### src/rtl/adc_frame_scheduler.sv
// adc_frame_scheduler
// Moves the three ADC control words from the SPI receiver into the i_clock
// domain. The frame-done flag is resynchronised and edge-detected. After a
// settle window the words are range-checked and captured into a pending
// buffer. The pending frame is applied to the outputs only on an audio
// sample tick, so control values never change mid-sample.
//
// Ports:
//   i_clock, i_reset          system clock, synchronous active-high reset
//   i_data_received           frame-done flag (asynchronous to i_clock)
//   i_data0..i_data2          frame words, stable while the flag is high
//   i_sample_tick             one-cycle strobe per audio sample
//   i_clear_flags             clears o_overrun and o_frame_errors
//   o_ctrl0..o_ctrl2          applied control words
//   o_update                  one-cycle pulse when o_ctrl* change
//   o_pending                 a captured frame waits for a tick
//   o_overrun                 sticky: a frame was lost or overwritten
//   o_frame_errors            saturating count of rejected frames
//   o_stale                   no accepted frame within TIMEOUT_CYCLES
module adc_frame_scheduler #(
    parameter int SYNC_STAGES    = 2,
    parameter int SETTLE_CYCLES  = 4,
    parameter int ADC_BITS       = 12,
    parameter int TIMEOUT_CYCLES = 1000000
) (
    input  logic        i_clock,
    input  logic        i_reset,
    input  logic        i_data_received,
    input  logic [15:0] i_data0,
    input  logic [15:0] i_data1,
    input  logic [15:0] i_data2,
    input  logic        i_sample_tick,
    input  logic        i_clear_flags,
    output logic [15:0] o_ctrl0,
    output logic [15:0] o_ctrl1,
    output logic [15:0] o_ctrl2,
    output logic        o_update,
    output logic        o_pending,
    output logic        o_overrun,
    output logic [7:0]  o_frame_errors,
    output logic        o_stale
);
    localparam int                 CNT_W       = $clog2(SETTLE_CYCLES + 1);
    localparam int                 WD_W        = 20;
    localparam logic [CNT_W-1:0]   SETTLE_LOAD = CNT_W'(SETTLE_CYCLES - 1);
    localparam logic [WD_W-1:0]    WD_MAX      = '1;
    localparam logic [WD_W-1:0]    WD_LIMIT    = WD_W'(TIMEOUT_CYCLES);

    typedef enum logic [1:0] {ST_IDLE, ST_SETTLE, ST_CAPTURE} state_t;

    state_t                 state_reg, state_next;
    logic [CNT_W-1:0]       settle_cnt_reg;
    logic [SYNC_STAGES-1:0] sync_reg;
    logic                   sync_delay_reg;
    logic                   flag_edge;

    logic [15:0]            words      [3];
    logic [15:0]            pend_reg   [3];
    logic [15:0]            ctrl_reg   [3];
    logic [2:0]             word_ok;
    logic                   pending_valid_reg;
    logic                   update_reg;
    logic                   overrun_reg;
    logic [7:0]             frame_errors_reg;
    logic [WD_W-1:0]        wd_reg, wd_next;
    logic                   stale_reg;

    // FSM decoded controls
    logic                   settle_load;
    logic                   settle_overrun;
    logic                   capture;
    logic                   accept;
    logic                   reject;
    logic                   apply;

    assign words[0] = i_data0;
    assign words[1] = i_data1;
    assign words[2] = i_data2;

    // A word is in range when no bit at or above ADC_BITS is set.
    genvar gi;
    generate
        for (gi = 0; gi < 3; gi++) begin : g_range
            assign word_ok[gi] = ~|(words[gi] >> ADC_BITS);
        end
    endgenerate

    // Flag synchroniser plus rising-edge detect on the last stage.
    always_ff @(posedge i_clock) begin
        if (i_reset) begin
            sync_reg       <= '0;
            sync_delay_reg <= 1'b0;
        end else begin
            sync_reg       <= {sync_reg[SYNC_STAGES-2:0], i_data_received};
            sync_delay_reg <= sync_reg[SYNC_STAGES-1];
        end
    end

    assign flag_edge = sync_reg[SYNC_STAGES-1] & ~sync_delay_reg;

    // FSM: state register
    always_ff @(posedge i_clock) begin
        if (i_reset) begin
            state_reg <= ST_IDLE;
        end else begin
            state_reg <= state_next;
        end
    end

    // FSM: next state. A fresh edge during SETTLE restarts the window.
    always_comb begin
        state_next = state_reg;
        case (state_reg)
            ST_IDLE:    if (flag_edge) state_next = ST_SETTLE;
            ST_SETTLE:  if (!flag_edge && settle_cnt_reg == '0) state_next = ST_CAPTURE;
            ST_CAPTURE: state_next = ST_IDLE;
            default:    state_next = ST_IDLE;
        endcase
    end

    // FSM: outputs
    always_comb begin
        settle_load    = 1'b0;
        settle_overrun = 1'b0;
        capture        = 1'b0;
        case (state_reg)
            ST_IDLE:    settle_load = flag_edge;
            ST_SETTLE: begin
                settle_load    = flag_edge;
                settle_overrun = flag_edge;
            end
            ST_CAPTURE: capture = 1'b1;
            default: ;
        endcase
    end

    always_ff @(posedge i_clock) begin
        if (i_reset) begin
            settle_cnt_reg <= '0;
        end else if (settle_load) begin
            settle_cnt_reg <= SETTLE_LOAD;
        end else if (state_reg == ST_SETTLE && settle_cnt_reg != '0) begin
            settle_cnt_reg <= settle_cnt_reg - CNT_W'(1);
        end
    end

    assign accept = capture & (&word_ok);
    assign reject = capture & ~(&word_ok);
    assign apply  = i_sample_tick & pending_valid_reg;

    // Watchdog: saturating, cleared by every accepted frame. o_stale is
    // derived from the next count so it rises on the edge the count
    // reaches the limit and drops on the edge of an accepted capture.
    always_comb begin
        wd_next = wd_reg;
        if (accept) begin
            wd_next = '0;
        end else if (wd_reg != WD_MAX) begin
            wd_next = wd_reg + WD_W'(1);
        end
    end

    always_ff @(posedge i_clock) begin
        if (i_reset) begin
            for (int i = 0; i < 3; i++) begin
                pend_reg[i] <= '0;
                ctrl_reg[i] <= '0;
            end
            pending_valid_reg <= 1'b0;
            update_reg        <= 1'b0;
            overrun_reg       <= 1'b0;
            frame_errors_reg  <= '0;
            wd_reg            <= '0;
            stale_reg         <= 1'b0;
        end else begin
            update_reg <= apply;
            wd_reg     <= wd_next;
            stale_reg  <= (wd_next >= WD_LIMIT);

            // The tick consumes the old frame before a same-cycle capture
            // refills the buffer.
            if (apply) begin
                for (int i = 0; i < 3; i++) ctrl_reg[i] <= pend_reg[i];
            end
            if (accept) begin
                for (int i = 0; i < 3; i++) pend_reg[i] <= words[i];
                pending_valid_reg <= 1'b1;
            end else if (apply) begin
                pending_valid_reg <= 1'b0;
            end

            // Events take priority over a same-cycle clear.
            if (settle_overrun || (accept && pending_valid_reg && !i_sample_tick)) begin
                overrun_reg <= 1'b1;
            end else if (i_clear_flags) begin
                overrun_reg <= 1'b0;
            end

            if (reject) begin
                if (i_clear_flags) begin
                    frame_errors_reg <= 8'd1;
                end else if (frame_errors_reg != 8'hFF) begin
                    frame_errors_reg <= frame_errors_reg + 8'd1;
                end
            end else if (i_clear_flags) begin
                frame_errors_reg <= '0;
            end
        end
    end

    assign o_ctrl0        = ctrl_reg[0];
    assign o_ctrl1        = ctrl_reg[1];
    assign o_ctrl2        = ctrl_reg[2];
    assign o_update       = update_reg;
    assign o_pending      = pending_valid_reg;
    assign o_overrun      = overrun_reg;
    assign o_frame_errors = frame_errors_reg;
    assign o_stale        = stale_reg;

endmodule

### config.mk
export PLATFORM = sky130hd
export DESIGN_NAME = adc_frame_scheduler
export DESIGN_NICKNAME = d
export VERILOG_FILES = /design/src/rtl/adc_frame_scheduler.sv
export SDC_FILE = /design/constraint.sdc
export NUM_CORES = 1
export LEC_CHECK = 0
export ABC_AREA = 1
export BUFFER_PORTS_ARGS = -buffer_cell sky130_fd_sc_hd__buf_2
export CAP_MARGIN = 10
export CORE_UTILIZATION = 59
export DETAILED_ROUTE_END_ITERATION = 16
export HOLD_SLACK_MARGIN = 0.05
export PLACE_DENSITY = 0.84
export REMOVE_ABC_BUFFERS = 1
export SLEW_MARGIN = 20
export SYNTH_ARGS = -nofsm -noshare
export SYNTH_HDL_FRONTEND = slang
export SYNTH_SLANG_ARGS = --single-unit
### constraint.sdc
create_clock -name i_clock -period 4.8 [get_ports i_clock]
set_clock_uncertainty 0.1 [all_clocks]
set_input_delay 0.48 -clock i_clock [delete_from_list [all_inputs] [get_ports i_clock]]
set_output_delay 0.48 -clock i_clock [all_outputs]
set_load 0.005 [all_outputs]
==> flow_summary.ini, run 1 <==
[outcome]
outcome = completed

[cts]
hold_buffers = 0
cts_buffers = 17
insertion_delay_ps = 510
cts_tree = done
clock-sinks = 136
cts_resized = 0
cts_setup_buffers = 0
htree_levels = 4
cts_buffer_depth = 2
clockRootBuffer = clkbuf_8
clk_pin_slew_ps = 60

[yosys]
ys_seq_area_share_pct = 63.64
synthCells = 629
ys_ff_latch = 136
synth_area_mm2 = 0.005788
synth.distinct_cells = 33
syn_avg_cell_area_um2 = 9.202
yosys_warnings = 0

[detailed_routing]
firstDrtPassIters = 6
drcViolationCount = 0
routed_via_density = 4.983
routed_wl_mm = 12.11
post_drt_wl_per_cell_um = 13.44
ant_nets = 0
drt_iter0_drc = 287
vias = 4490

[setup_path]
cp.required_ps = 4850
crit_arrival_ps = 2590
cp-end-kind = flop
critPathMaxFanout = 50
path_class = flop to flop
crit_path_start_kind = flop

[global_route]
grt_pass1_wl_mm = 18.34
grt_pass1_vias = 4111
antenna_found_initial = 0
grt_max_degree = 51
track_usage_pct = 24.13
gr-total-overflow = 0

[floorplanning]
ioPinCount = 113
fp.coreArea_mm2 = 0.009371
chipHeight_um = 101.0
die_w_um = 101.0
die_area_mm2 = 0.01021
start_util_pct = 61.76
rows = 35

[cells_and_area]
mostFrequentLayoutCells = nor2_1, inv_1, buf_2
fin_nets = 816
final_cells = 901
drive_above_1_share_pct = 21.11
synthToLayoutAreaGrowth_pct = 22.50
num_antenna_cells = 0
mostFrequentLayoutCell = nor2_1
nFillCells = 618

[sta]
fin_crit_sh_pct = 52.89
timing.final.hold_violations = 0
period_minus_slack_ps = 2539
setup_viol = 0
worst_pin_slew_ps = 1086
rsz0062_at_grt = false
setup_slack_ps = 2261
fin_tns_setup_ps = 0
whs_ps = 66.34
slew_headroom_pct = 27.35
maxSlewViolCount = 0
fmax_ghz = 0.3939

[placement]
pre_cts_ws_ps = 1664
gp_congestion = 0.8938
portBuffers = 112
placed_cells = 869
hpwl_mm = 7.954

[hold_path]
hold_path.class = primary input to flop

[power_and_ir_drop]
power_leakage_nw = 3.316
power_mw = 2.671
irDropWorstVdd_mv = 0.2605
power.density_mw_per_mm2 = 376.7

[run]
maxCapViolCount = 0
==> Yosys cell counts (all sizes together) <==
| library cell | count | share of area [%] |
|---|---|---|
| edfxtp | 96 | 50 |
| nand4 | 8 | 0.86 |
| o211ai | 1 | 0.13 |
| conb | 1 | 0.065 |
| nand2 | 102 | 6.7 |
| o21ai | 9 | 0.78 |
| buf | 4 | 0.45 |
| nor2 | 153 | 11 |
| xor2 | 1 | 0.15 |
| inv | 134 | 8.7 |
| nor4 | 1 | 0.11 |
| o22ai | 1 | 0.11 |
| a21oi | 18 | 1.6 |
| nand3b | 2 | 0.26 |
| a31oi | 1 | 0.11 |
| xnor2 | 2 | 0.30 |
| nand3 | 27 | 2.6 |
| clkbuf | 10 | 0.65 |
| a211oi | 3 | 0.39 |
| a311oi | 1 | 0.15 |
| clkinv | 1 | 0.065 |
| dfxtp | 40 | 14 |
| nor3 | 9 | 0.78 |
| ha | 4 | 0.86 |
==> layer usage <==
layer  GRT usage [%]  vias up  wire (um)
li1                -     2211          -
met1           27.66     2070       4829
met2           43.38      191       6272
met3           6.103       18        819
met4           8.919        0        189
met5               0        -          0
==> critical path, cell delays in order (launching register included) <==
cell     delay [ps]
dfxtp_1         330
inv_1            60
nor2_1          170
nand3_1         660
nand2_4         820
==> logic make-up after synthesis <==
group                      synth area share, %
other                                  0.06479
adders and majority gates               0.8647
buffers and inverters                    9.857
DFF                                      63.64
AOI/OAI and AO/OA                        3.286
xor gates and xnor gates                0.4540
and+or+nand+nor                          21.83
==> layout make-up <==
type                            instances  area (um2)  area share, %
Sequential cell                       136        3684          51.95
Clock inverter                         15       163.9          2.312
Timing Repair Buffer                  114       575.6          8.117
Tap cell                              129       161.4          2.276
Multi-Input combinational cell        355        1585          22.36
Clock buffer                           17       414.1          5.841
Inverter                              135       506.7          7.147
==> per-stage QoR <==
step | cell area (um2) | utilization [%]
after floorplan | 5766 | -
after global placement | 6507 | 69.44
after detailed placement | 6507 | 69.44
after CTS | 7086 | 75.61
after global routing | 7091 | 75.66
final | 7091 | 75.66
==> path summary, 6_finish.rpt <==
| path | from | end | slack [ps] | depth (start not counted) |
|---|---|---|---|---|
| worst max-delay path | state_reg[1] | pend_reg[0][24] | 2260 | 4 |
| worst min register to register | sync_reg[0] | sync_reg[1] | 300 | 2 |
| worst max register to register | state_reg[1] | pend_reg[0][24] | 2260 | 4 |
| worst min-delay path | i_data_received | sync_reg[0] | 70 | 3 |
==> power by group <==
part	leakage (nW)	internal [mW]	switching, mW
sequential	1.31	1.29	0.0138
clock	0.278	0.750	0.520
combinational	1.73	0.0362	0.0598
Note: power is estimated with default switching activity, not from simulation.
==> inputs of run 2 (changes only) <==
--- a/config.mk
+++ b/config.mk
@@ -5,13 +5,13 @@
 export SDC_FILE = /design/constraint.sdc
 export NUM_CORES = 1
 export LEC_CHECK = 0
-export ABC_AREA = 1
+export ABC_AREA = 0
 export BUFFER_PORTS_ARGS = -buffer_cell sky130_fd_sc_hd__buf_2
 export CAP_MARGIN = 10
-export CORE_UTILIZATION = 59
+export CORE_UTILIZATION = 49
 export DETAILED_ROUTE_END_ITERATION = 16
 export HOLD_SLACK_MARGIN = 0.05
-export PLACE_DENSITY = 0.84
+export PLACE_DENSITY = 0.75
 export REMOVE_ABC_BUFFERS = 1
 export SLEW_MARGIN = 20
 export SYNTH_ARGS = -nofsm -noshare
==> constraint.sdc (replaced) <==
create_clock -name i_clock -period 2.05 [get_ports i_clock]
set_clock_uncertainty 0.1 [all_clocks]
set_input_delay 0.205 -clock i_clock [delete_from_list [all_inputs] [get_ports i_clock]]
set_output_delay 0.205 -clock i_clock [all_outputs]
set_load 0.005 [all_outputs]
==> run 2 against run 1 <==
- critical path depth up 3
- combinational power rose to 2.8 times the previous value
- largest power group unchanged
- register-to-register slack got worse by 2200 ps
- non-clock buffer count rose by 71
- final cell count is 15% lower
- worst hold slack better by 84 ps
- synthesized cell count shrank 34%
- clock-buffer cell count up 4
- sequential share of layout area down 2.6 points
- sequential power grew 130%
==> flow_summary.ini, run 2 <==
[placement]
portBuffers = 112
gp_congestion = 0.8641
placed_cells = 692
hpwl_mm = 6.482

[floorplanning]
chipHeight_um = 107.5
fp.coreArea_mm2 = 0.01084
rows = 38
ioPinCount = 113
start_util_pct = 50.28
die_w_um = 107.5
die_area_mm2 = 0.01155

[detailed_routing]
vias = 3760
drt_iter0_drc = 219
routed_via_density = 4.883
drcViolationCount = 0
ant_nets = 0
post_drt_wl_per_cell_um = 13.72
firstDrtPassIters = 4
routed_wl_mm = 10.57

[yosys]
synth_top_family_by_area = simple AND/OR/NAND/NOR gates
synth_most_common_cell = edfxtp_1
synth_compound_area_share_pct = 4.477
synthArstFlopShare_pct = 0
synthCells = 417
ys_ff_latch = 136
netlist_top_cells_area = edfxtp_1, dfxtp_1, and2_1
ys_seq_area_share_pct = 67.58
synthAdderAreaFrac_pct = 0.9183
synth_mux_area_share_pct = 0.5510
syn_avg_cell_area_um2 = 13.07
synth-xor-area-share_pct = 3.857
synth-simple-area-share_pct = 20.78
synth_top_area_share_pct = 52.89
synth_top_cell_by_area = edfxtp_1
ys_top_cells_by_count = edfxtp_1, and2_1, dfxtp_1
yosys_warnings = 0
synth.distinct_cells = 51
synth_edf_count = 96
synthFlopType = edfxtp_1
synth_area_mm2 = 0.005450

[cells_and_area]
num_antenna_cells = 0
mostFrequentLayoutCell = buf_2
drive_above_1_share_pct = 32.06
final_cells = 770
mostFrequentLayoutCells = buf_2, edfxtp_1, and2_1
multi_input_area_mm2 = 0.001743
fin_nets = 674
register_area_mm2 = 0.003691
synthToLayoutAreaGrowth_pct = 37.19
nFillCells = 773

[outcome]
outcome = completed

[global_route]
grt_max_degree = 50
grt_pass1_wl_mm = 16.11
grt_pass1_vias = 3430
antenna_found_initial = 0
track_usage_pct = 18.83
gr-total-overflow = 0

[sta]
whs_ps = 150.7
fmax_ghz = 0.5037
maxSlewViolCount = 0
fin_crit_sh_pct = 96.84
setup_viol = 0
timing.final.hold_violations = 0
period_minus_slack_ps = 1985

[cts]
cts_tree = done
clk_pin_slew_ps = 60
insertion_delay_ps = 520
cts_buffers = 17
htree_levels = 4
clockRootBuffer = clkbuf_8
clock-sinks = 136
cts_buffer_depth = 2

[setup_path]
critPathMaxFanout = 3
cp.required_ps = 2360
path_class = flop to flop
crit_path_start_kind = flop
crit_arrival_ps = 2300
cp-end-kind = flop

[power_and_ir_drop]
power_leakage_nw = 3.095
irDropWorstVdd_mv = 0.4929
power.density_mw_per_mm2 = 832.6

[run]
maxCapViolCount = 0

[hold_path]
hold_path.class = primary input to flop
run 2: final timing paths:
check | from | cells past startpoint | slack, ps | to
max | wd_reg[1] | 7 | 60 | o_stale
min | i_sample_tick | 5 | 150 | o_overrun
max reg2reg | wd_reg[1] | 7 | 60 | o_stale
min reg2reg | sync_reg[0] | 1 | 340 | sync_reg[1]
run 2: per-layer routing:
metal / up-vias / track usage, % / wire, um
li1: 1861 / - / -
met1: 1768 / 23.89 / 4663
met2: 121 / 30.78 / 5173
met3: 10 / 5.932 / 611
met4: 0 / 5.871 / 118
met5: - / 0 / 0
run 2: area by class of cell:
| type | count | area share (%) |
|---|---|---|
| Clock inverter | 11 | 1.657 |
| Sequential cell | 136 | 49.36 |
| Multi-Input combinational cell | 268 | 23.31 |
| Tap cell | 140 | 2.343 |
| Inverter | 9 | 0.4518 |
| Timing Repair Buffer | 185 | 16.87 |
| Clock buffer | 21 | 6.007 |
run 2: cells by family (layout without fill, tap and decap cells):
family,count (synthesis),count (layout)
DFF,136,136
adders and majority gates,4,4
and+or+nand+nor,193,194
xor gates and xnor gates,24,24
buffers and inverters,25,226
AOI/OAI and AO/OA,31,31
other,1,12
muxes,3,3
run 2: repair_timing:
action	CTS	global route
buffers inserted	0	4
hold endpoints to repair	55	0
resized for setup	1	9
pin swaps	0	5
hold buffers	41	0
setup endpoints to repair	1	3
gates cloned	0	1
run 2: power by group:
group	leakage [nW]	total, mW	switching, mW	internal (mW)
clock	0.275	2.91	1.11	1.80
sequential	1.31	3.05	0.0270	3.02
combinational	1.51	0.266	0.120	0.145
run 2: metrics by stage:
step | utilization, % | setup TNS [ps] | setup slack [ps] | power, mW | area (um2)
after floorplan | - | -45130 | -714.8 | 3.175 | 5429
after global placement | 59.36 | 0 | 27.02 | 3.298 | 6435
after detailed placement | 59.36 | -8.200 | -8.200 | 3.309 | 6435
after CTS | 68.46 | 0 | 3.339 | 6.279 | 7421
after global routing | 68.98 | -22.71 | -22.71 | 6.417 | 7477
final | 68.98 | 0 | 64.88 | 6.225 | 7477
run 2: worst max-delay path, stage by stage, from the launching register on:
cell and delay, ps:
dfxtp_2 340, ha_2 190, nand2_2 100, or2_4 240, a2111o_1 360, xor2_1 180, a41oi_1 130, o2111a_1 240
